## src/rtl/drum_timing.sv

```systemverilog
// drum_timing: bit-time / word-time generator for a rotating drum memory.
// Optional revolution counter when DRUM_TIMING_REV_COUNT_EN is defined.
//
// Ports:
//   clk        in   system bit clock; all state changes on its rising edge
//   rst        in   asynchronous active-high reset
//   tick       in   one-clk advance strobe from the upstream timer
//   resync     in   synchronous restart of drum position to T0/L0
//   bit_time   out  [4:0] current bit time T0..T(BITS_PER_WORD-1)
//   word_time  out  [6:0] current word time L0..L(WORDS_PER_REV-1)
//   t0         out  high while bit_time == 0
//   tlast      out  high while bit_time == BITS_PER_WORD-1
//   word_even  out  high while word_time is even
//   rev_pulse  out  one-clk pulse at the start of a new revolution
//   rev_count  out  [15:0] revolutions seen (only with DRUM_TIMING_REV_COUNT_EN)

module drum_timing #(
    parameter int BITS_PER_WORD = 29,
    parameter int WORDS_PER_REV = 108
) (
    input  logic       clk,
    input  logic       rst,
    input  logic       tick,
    input  logic       resync,
    output logic [4:0] bit_time,
    output logic [6:0] word_time,
    output logic       t0,
    output logic       tlast,
    output logic       word_even,
`ifdef DRUM_TIMING_REV_COUNT_EN
    output logic       rev_pulse,
    output logic [15:0] rev_count
`else
    output logic       rev_pulse
`endif
);

    // Reject configurations the 5/7-bit output fields cannot represent.
    generate
        if (BITS_PER_WORD < 2 || BITS_PER_WORD > 32) begin : g_bad_bits
            $error("drum_timing: BITS_PER_WORD out of range 2..32");
        end
        if (WORDS_PER_REV < 2 || WORDS_PER_REV > 128) begin : g_bad_words
            $error("drum_timing: WORDS_PER_REV out of range 2..128");
        end
    endgenerate

    localparam logic [4:0] LP_BIT_LAST  = 5'(BITS_PER_WORD - 1);
    localparam logic [6:0] LP_WORD_LAST = 7'(WORDS_PER_REV - 1);

    logic [4:0] r_bit;
    logic [6:0] r_word;
    logic       r_rev_pulse;

    logic [4:0] w_bit_nxt;
    logic [6:0] w_word_nxt;
    logic       w_rev_nxt;
    logic       w_bit_wrap;
    logic       w_word_wrap;

    // Compare with >= so any out-of-range value falls back to 0 on the
    // next tick instead of counting up through illegal states.
    assign w_bit_wrap  = (r_bit >= LP_BIT_LAST);
    assign w_word_wrap = (r_word >= LP_WORD_LAST);

    always_comb begin
        w_bit_nxt  = r_bit;
        w_word_nxt = r_word;
        w_rev_nxt  = 1'b0;
        if (resync) begin
            // Restart beats tick and never announces a revolution.
            w_bit_nxt  = 5'd0;
            w_word_nxt = 7'd0;
        end else if (tick) begin
            if (w_bit_wrap) begin
                w_bit_nxt = 5'd0;
                if (w_word_wrap) begin
                    w_word_nxt = 7'd0;
                    w_rev_nxt  = 1'b1;
                end else begin
                    w_word_nxt = r_word + 7'd1;
                end
            end else begin
                w_bit_nxt = r_bit + 5'd1;
            end
        end
    end

    always_ff @(posedge clk or posedge rst) begin
        if (rst) begin
            r_bit       <= 5'd0;
            r_word      <= 7'd0;
            r_rev_pulse <= 1'b0;
        end else begin
            r_bit       <= w_bit_nxt;
            r_word      <= w_word_nxt;
            r_rev_pulse <= w_rev_nxt;
        end
    end

`ifdef DRUM_TIMING_REV_COUNT_EN
    logic [15:0] r_rev_count;

    // Counts on the same edge that raises rev_pulse; resync leaves it alone.
    always_ff @(posedge clk or posedge rst) begin
        if (rst) begin
            r_rev_count <= 16'd0;
        end else if (w_rev_nxt) begin
            r_rev_count <= r_rev_count + 16'd1;
        end
    end

    assign rev_count = r_rev_count;
`endif

    // Status flags decoded from registered state only.
    assign bit_time  = r_bit;
    assign word_time = r_word;
    assign t0        = (r_bit == 5'd0);
    assign tlast     = (r_bit == LP_BIT_LAST);
    assign word_even = ~r_word[0];
    assign rev_pulse = r_rev_pulse;

endmodule

```

## config.mk

```make
export PLATFORM = sky130hd
export DESIGN_NAME = drum_timing
export DESIGN_NICKNAME = d
export VERILOG_FILES = /design/src/rtl/drum_timing.sv
export SDC_FILE = /design/constraint.sdc
export NUM_CORES = 1
export LEC_CHECK = 0
export ABC_AREA = 1
export CORE_MARGIN = 2
export CORE_UTILIZATION = 44
export CTS_BUF_LIST = sky130_fd_sc_hd__clkbuf_8
export DETAILED_ROUTE_END_ITERATION = 16
export PLACE_DENSITY = 0.77
export SYNTH_ARGS = -nofsm -noshare
export SYNTH_HDL_FRONTEND = slang
export SYNTH_SLANG_ARGS = --single-unit
```

## constraint.sdc

```tcl
create_clock -name clk -period 1.3 [get_ports clk]
set_clock_uncertainty 0.2 [all_clocks]
set_input_delay 0.26 -clock clk [delete_from_list [all_inputs] [get_ports clk]]
set_output_delay 0.26 -clock clk [all_outputs]
set_load 0.01 [all_outputs]
```

Word level (Yosys, flattened, before mapping)
Cells that the tools add are included.
{ "classes": {"n_addsub": 2, "n_mul": 0, "div": 0, "n_lt_le_gt_ge": 2, "eq_ne": 1, "shift": 0, "mux": 11, "n_bitwise": 1, "n_reduce_logical": 4} }
{ "op_table": {"columns": ["cell", "n"], "rows": [
  ["2-to-1 mux 7 bit", 4],
  ["2-to-1 mux 5 bit", 3],
  ["adder 7 x 1 -> 7 bit (second input constant)", 1],
  ["greater-or-equal comparator 7 bit (second input constant)", 1],
  ["adder 5 x 1 -> 5 bit (second input constant)", 1],
  ["equality test 5 bit (second input constant)", 1],
  ["greater-or-equal comparator 5 bit (second input constant)", 1],
  ["zero test 5 bit", 1],
  ["2-to-1 mux 1 bit", 4],
  ["nonzero test 2 bit", 2],
  ["AND reduction 2 bit", 1],
  ["inverter 1 bit", 1]
]} }
{ "word_totals": {"reg_bits": 13, "latch_bits": 0, "ram_bits": 0, "rom_bits": 0, "input_bits": 4, "out_inout_bits": 16, "elab_cells": 24, "mem_count": 0} }

Depth between registers and ports, before layout
Gate-level depths: netlist of the first run.
{ "depth": {"word_depth": 5, "mapped_depth": 8} }

Least setup slack after synthesis of the first run
Ideal clock, no wire load.
{ "synth_path": {"path_kind": "register -> output", "start": "register r_bit[0], in the netlist bit_time[0]", "end": "output t0", "t_arrival_ns": 1.037, "required_ns": 0.840, "slack_ns": -0.197, "path_stages_with_launch": 5, "n_path_buf": 0, "cell_sequence": "dfrtp_1 -> inv_1 -> ha_1 -> inv_1 -> nor4_1"} }
{ "synth_via": {"elab_chain_len": 1} }
{ "synth_rtl": {"columns": ["element", "line", "text"], "rows": [
  ["start: declaration", "51", "logic [4:0] r_bit;"],
  ["start signal: assignment", "95", "r_bit <= w_bit_nxt;"],
  ["zero test 5 bit", "119", "assign t0 = (r_bit == 5'd0);"],
  ["end: declaration", "27", "output logic t0,"]
]} }
No other way between the ends.

Final worst setup path of the first run
{ "layout_path": {"start": "register r_bit[3], in the netlist bit_time[3]", "end": "output t0"} }
The elaborated chain is that of the path after synthesis.

==> results of run 1 <==
-- layer usage --
metal	GRT usage (%)	routed length, µm	up-vias	share of wire [%]
met2	44.2	1670	68	47
met3	5.56	234	24	6.6
li1	-	-	432	-
met1	31.0	1370	497	39
met4	16.6	250	0	7.1
met5	0	0	-	0
-- how the worst min path moves through the flow --
| stage | from | end | slack (ns) |
|---|---|---|---|
| after global placement | word_time[1] | word_time[1] | 0.32 |
| after detailed placement | word_time[1] | word_time[1] | 0.34 |
| after global routing | rst | word_time[0] | 0.13 |
| final | rst | word_time[0] | 0.11 |
| after CTS | rst | word_time[0] | 0.13 |
| after floorplan | rst | bit_time[0] | -0.06 |
-- power by group through the flow --
| stage | combinational [W] | sequential, W | clock, W |
|---|---|---|---|
| 5_1_grt | 0.000688 | 0.000471 | 0.000405 |
| 3_3_place_gp | 0.000397 | 0.000462 | 0 |
| 4_1_cts | 0.000504 | 0.000462 | 0.000374 |
| 2_1_floorplan | 0.000159 | 0.000492 | 0 |
| 3_5_place_dp | 0.000410 | 0.000463 | 0 |
| 6_report | 0.000660 | 0.000468 | 0.000379 |
-- cells by family (layout without fill, tap and decap cells) --
| kind of cell | Yosys count | count (layout) |
|---|---|---|
| buf+inv | 21 | 80 |
| fa+ha+maj | 3 | 3 |
| compound gates | 12 | 12 |
| simple gates | 50 | 50 |
| flops | 13 | 13 |
| xor+xnor | 2 | 2 |
-- cell type report --
| type | count | area [µm²] | share of cell area, % |
|---|---|---|---|
| Tap cell | 17 | 21.3 | 1.38 |
| Multi-Input combinational cell | 67 | 598 | 38.7 |
| Timing Repair Buffer | 55 | 463 | 29.9 |
| Clock buffer | 3 | 41.3 | 2.67 |
| Sequential cell | 13 | 329 | 21.3 |
| Clock inverter | 1 | 5.00 | 0.324 |
| Inverter | 21 | 88.8 | 5.74 |
-- synthesized netlist by cell type (all sizes together) --
cell type	count
nor2	9
nor4	1
nor3	1
o21ai	4
a21oi	7
xor2	2
nand3	11
nand4	1
o22ai	1
dfrtp	13
nand2	27
inv	21
ha	3
-- state kept, by name (all words and copies together), names as in the netlist --
name	count
bit_time	5
rev_pulse	1
word_time	7
-- layout by cell type, fill, tap and decap left out, types with 5 or more instances in the layout --
cell     count
a21oi_2      6
buf_2        8
buf_4       25
buf_6       18
dfrtp_1     10
inv_1       13
inv_2        6
nand2_1     16
nand2_2      7
nand3_2      5
-- timing repair --
action                                  in CTS  in global routing
setup buffers                                9                 12
hold buffers                                 0                  0
pin swaps                                    5                 13
endpoints found under the setup margin      27                 24
resized for setup                          107                 30
-- worst min-delay path: cells and delay by family --
kind	cells	cell delay, ns
buffers and inverters	3	0.66
-- metrics by stage --
stage          setup WS, ns  cells
6_report             -0.433    177
2_1_floorplan       -0.0788    101
3_3_place_gp         -0.481    155
4_1_cts              -0.325    168
5_1_grt              -0.451    177
3_5_place_dp         -0.498    155
==> reports/metrics.yaml, run 1 <==
status: "finished, violations left"
violations: "setup timing"
fin_nets: 168
dp_hpwl_um: 1430
drt_iter0_drc: 54
critical_path_arrival_ns: 1.27
start_util_pct: 45.9
fin_ws_ns: -0.433
antenna_left: 0
finalHoldViolations: 0
clk_latency_ns: 0.25
seq_power_share_pct: 31.1
yosysTopAreaCell: "dfrtp_1"
placed_area_mm2: 0.00115
synth_seq_area_share_pct: 42.0
p_leak_nw: 0.768
worst_pin_slew_ns: 0.255
drc: 0
gr-total-overflow: 0
ios: 20
diodes: 0
post-route-util_pct: 91.6
required_ns: 0.84
antenna_found_initial: 0
min_path_type: "input port to asynchronous set/reset pin"
synthTopCellsByArea: "dfrtp_1 (42%), nand2_1 (11%), inv_1 (9.2%)"
max_stage_delay_ns: 0.44
ctsRootBufferMaster: "clkbuf_8"
clock.fmax_mhz: 577
std_cell_rows: 15
syn-instance-count: 101
yosys.area_share.simple_pct: 31.3
crit_path_start: "bit_time[3]"
fin_crit_sh_pct: 133
maxCapViolCount: 0
endpoint_kind: "output pin"
grt_pass1_vias: 897
synth_cell_types: 20
wire_per_inst_um: 19.9
grt_start_max_net_pins: 14
synth_top_family_by_area: "simple AND/OR/NAND/NOR gates"
clk_path_buf_depth: 2
hold_slack_ns: 0.112
synth_nets: 108
drtPass1Iterations: 5
drive_above_1_share_pct: 67.5
clkPwrFrac_pct: 25.1
crit_chain: "buf_6 -> nor4_4 -> buf_2"
cp-endpoint: "t0"
crit_path_start_kind: "register"
totalWireLength_um: 3530
die_h_um: 46.0
reg2reg_to: "word_time[3]"
vias_per_cell: 5.77
syn_area_per_cell_um2: 7.67
cp_max_fo: 3
reg2reg_from: "word_time[0]"
synthToLayoutAreaGrowth_pct: 99.7
synth-adder-area-share_pct: 4.85
p_comb_share_pct: 43.8
rrSetupSlack_ns: -0.39
grt_pass1_wl_um: 3910
cp_top_family: "flip-flops"
yosysTopAreaCellShare_pct: 42.0
fin_area_mm2: 0.00155
post-route-min-period_ns: 1.73
cp_slowest_cell: "dfrtp_2"
ys_seq_elements: 13
ys_warn_count: 0
synth_xor_area_share_pct: 2.26
crit_type: "register to output pin"
syn-cell-area_um2: 774
cp.depth: 3
synth.mux.area_fraction_pct: 0
crit_buf_inv: 2
p_sw_share_pct: 35.2
gp_congestion: 0.851
cts_sinks: 13
fin_setup_tns_ns: -5.34
synth-compound-area-share_pct: 9.37
io_buffers: 19
intPower_w: 0.000976
num_vias: 1021
cts_max_level: 1
switching_power_w: 0.000531
die_area_mm2: 0.00211
path_clk_slew_ns: 0.06
num-fill-cells: 65
totalPowerFinal_w: 0.00151
slew_headroom_pct: 82.9
pwr_density_cell_mw_per_mm2: 974
setup_viol_count_final: 22
cts_buffers: 3
coreArea_mm2: 0.00169
r2r_cells: 9
grt_use_total_pct: 26.7
rsz0062_at_grt: "true"
slew_violations: 0
peakVddDrop_uv: 955
cts_tree: "built"
die_width_um: 46.0
No activity file was read; power rests on OpenSTA's default activity.
==> run 2: changes to the inputs <==
CAP_MARGIN = 20   (was default)
CORE_MARGIN = 5   (was 2)
==> run 2 against run 1 <==
The run still ends with setup timing left. Hold slack better by 0.028 ns. Design area is 2.5% lower. Core utilization is 3.3 points lower. Routed wire length is 0.31% lower. Total power is 1.7% lower. Clock power is 1% higher. Cell count is 3.4% higher. Setup slack better by 0.019 ns. Combinational power is 4.4% lower. Largest cell class unchanged.
==> reports/metrics.yaml, run 2 (synthesized netlist as in run 1, its figures left out) <==
vias_per_cell: 5.51  # was 5.77
die_h_um: 52.0  # was 46.0 µm
path_clk_slew_ns: 0.06  # about the same
crit_path_start_kind: "register"  # unchanged
final_cell_mix: "buf_4 (24), nand2_1 (17), buf_6 (17)"  # was buf_4 (25), buf_6 (18), nand2_1 (16)
io_buffers: 19  # unchanged
die_width_um: 52.0  # was 46.0 µm
crit_type: "register to output pin"  # unchanged
drive_above_1_share_pct: 62.7  # was 67.5%
setup_viol_count_final: 23  # was 22
intPower_w: 0.000963  # was 0.000976 W
cts_buffers: 3  # unchanged
required_ns: 0.84  # about the same
clk_path_buf_depth: 2  # unchanged
wire_per_inst_um: 19.2  # was 19.9 µm
antenna_found_initial: 0  # unchanged
fin_nets: 166  # was 168
postCtsHoldBufs: 0  # unchanged
violations: "setup timing"  # unchanged
fin_ws_ns: -0.414  # was -0.433 ns
clkPwrFrac_pct: 25.9  # was 25.1%
layout_commonest_cell: "buf_4"  # unchanged
coreArea_mm2: 0.00171  # was 0.00169 mm²
ios: 20  # unchanged
post-route-min-period_ns: 1.71  # was 1.73 ns
cts_tree: "built"  # unchanged
synthToLayoutAreaGrowth_pct: 94.7  # was 99.7%
p_leak_nw: 0.771  # was 0.768 nW
clock.fmax_mhz: 583  # was 577 MHz
place_ws_ns: -0.521  # was -0.498 ns
slew_headroom_pct: 83.0  # was 82.9%
clk_latency_ns: 0.26  # was 0.25 ns
antenna_left: 0  # unchanged
seq_power_share_pct: 31.5  # was 31.1%
worst_pin_slew_ns: 0.254  # was 0.255 ns
num_vias: 1009  # was 1021
cp_max_fo: 2  # was 3
p_sw_share_pct: 35.0  # was 35.2%
dp_hpwl_um: 1520  # was 1430 µm
totalWireLength_um: 3520  # was 3530 µm
largest_register_ffs: 7  # unchanged
totalPowerFinal_w: 0.00148  # was 0.00151 W
finalHoldViolations: 0  # unchanged
min_path_type: "input port to asynchronous set/reset pin"  # unchanged
drtPass1Iterations: 4  # was 5
switching_power_w: 0.000519  # was 0.000531 W
grt_pass1_wl_um: 4460  # was 3910 µm
cts_max_level: 1  # unchanged
gr-total-overflow: 0  # unchanged
start_util_pct: 45.3  # was 45.9%
drt_iter0_drc: 48  # was 54
grt_start_max_net_pins: 14  # unchanged
die_area_mm2: 0.00270  # was 0.00211 mm²
gp_congestion: 0.821  # was 0.851
endpoint_kind: "output pin"  # unchanged
maxCapViolCount: 0  # unchanged
diodes: 0  # unchanged
status: "finished, violations left"  # unchanged
grt_use_total_pct: 23.3  # was 26.7%
std_cell_rows: 15  # unchanged
grt_pass1_vias: 996  # was 897
slew_violations: 0  # unchanged
peakVddDrop_uv: 1220  # was 955 µV
rsz0062_at_grt: "true"  # unchanged
pwr_density_cell_mw_per_mm2: 983  # was 974 mW/mm²
fin_crit_sh_pct: 132  # was 133%
cts_sinks: 13  # unchanged
p_comb_share_pct: 42.6  # was 43.8%
drc: 0  # unchanged
ctsRootBufferMaster: "clkbuf_8"  # unchanged
critical_path_arrival_ns: 1.25  # was 1.27 ns
run 2: changes by cell type in the layout (fill, tap and decap cells not counted), moves of 2 or more:
cell and delta:
inv_1 +2, dlygate4sd2_1 -2, inv_2 -2, o21ai_2 -2
dlymetal6s2s_1 +2, nand2_8 -2, nand3_1 +2, nand2_4 +2
xor2_2 +2
run 2: critical path, stage by stage (launching register included):
cell and delay [ns]:
dfrtp_1 0.41, inv_2 0.10, ha_4 0.14, inv_4 0.04, nor4_4 0.13, buf_2 0.18
run 2: layout make-up:
class                           count  area, µm²
Multi-Input combinational cell     67        537
Sequential cell                    13        329
Timing Repair Buffer               53        467
Clock inverter                      1       3.75
Fill cell                          77        200
Inverter                           21       98.8
Tap cell                           25       31.3
Clock buffer                        3       41.3
run 2: routing by layer:
| metal | vias up | routed length (µm) | GRT usage (%) | share of wire, % |
|---|---|---|---|---|
| met5 | - | 0 | 0 | 0 |
| met4 | 0 | 206 | 14.8 | 5.9 |
| met3 | 19 | 258 | 4.58 | 7.3 |
| met2 | 80 | 1850 | 41.4 | 52 |
| met1 | 477 | 1210 | 24.6 | 34 |
| li1 | 433 | - | - | - |
run 2: power by group through the flow:
stage / sequential [W] / clock, W / combinational, W
after global placement: 0.000461 / 0 / 0.000403
after floorplan: 0.000492 / 0 / 0.000159
after global routing: 0.000468 / 0.000398 / 0.000670
after CTS: 0.000458 / 0.000376 / 0.000482
final: 0.000467 / 0.000384 / 0.000631
after detailed placement: 0.000463 / 0 / 0.000415
run 2: timing repair:
action,4_1_cts,5_1_grt
gates resized for setup,95,33
setup endpoints to repair,28,24
setup buffers,13,5
pin swaps,5,8
hold endpoints to repair,0,0
run 2: worst paths after layout:
path / from / to / slack (ns) / depth (start not counted)
hold / removal: rst / word_time[1] / 0.14 / 3
setup reg to reg: word_time[1] / word_time[3] / -0.35 / 8
min in group clk: tick / bit_time[0] / 0.21 / 3
setup / recovery: bit_time[0] / t0 / -0.41 / 5
hold reg to reg: bit_time[4] / bit_time[4] / 0.45 / 2
max in group asynchronous: rst / bit_time[3] / 0.57 / 3
run 2: metrics by stage:
stage | util, % | setup TNS, ns | instances | area (µm²) | hold slack, ns
6_report | 88.3 | -4.50 | 183 | 1510 | 0.139
5_1_grt | 88.3 | -5.37 | 183 | 1510 | 0.160
4_1_cts | 79.7 | -2.53 | 180 | 1360 | 0.113
3_5_place_dp | 68.4 | -6.88 | 164 | 1170 | 0.330
3_3_place_gp | 68.4 | -6.31 | 164 | 1170 | 0.319
2_1_floorplan | - | -0.464 | 101 | 803 | -0.0631
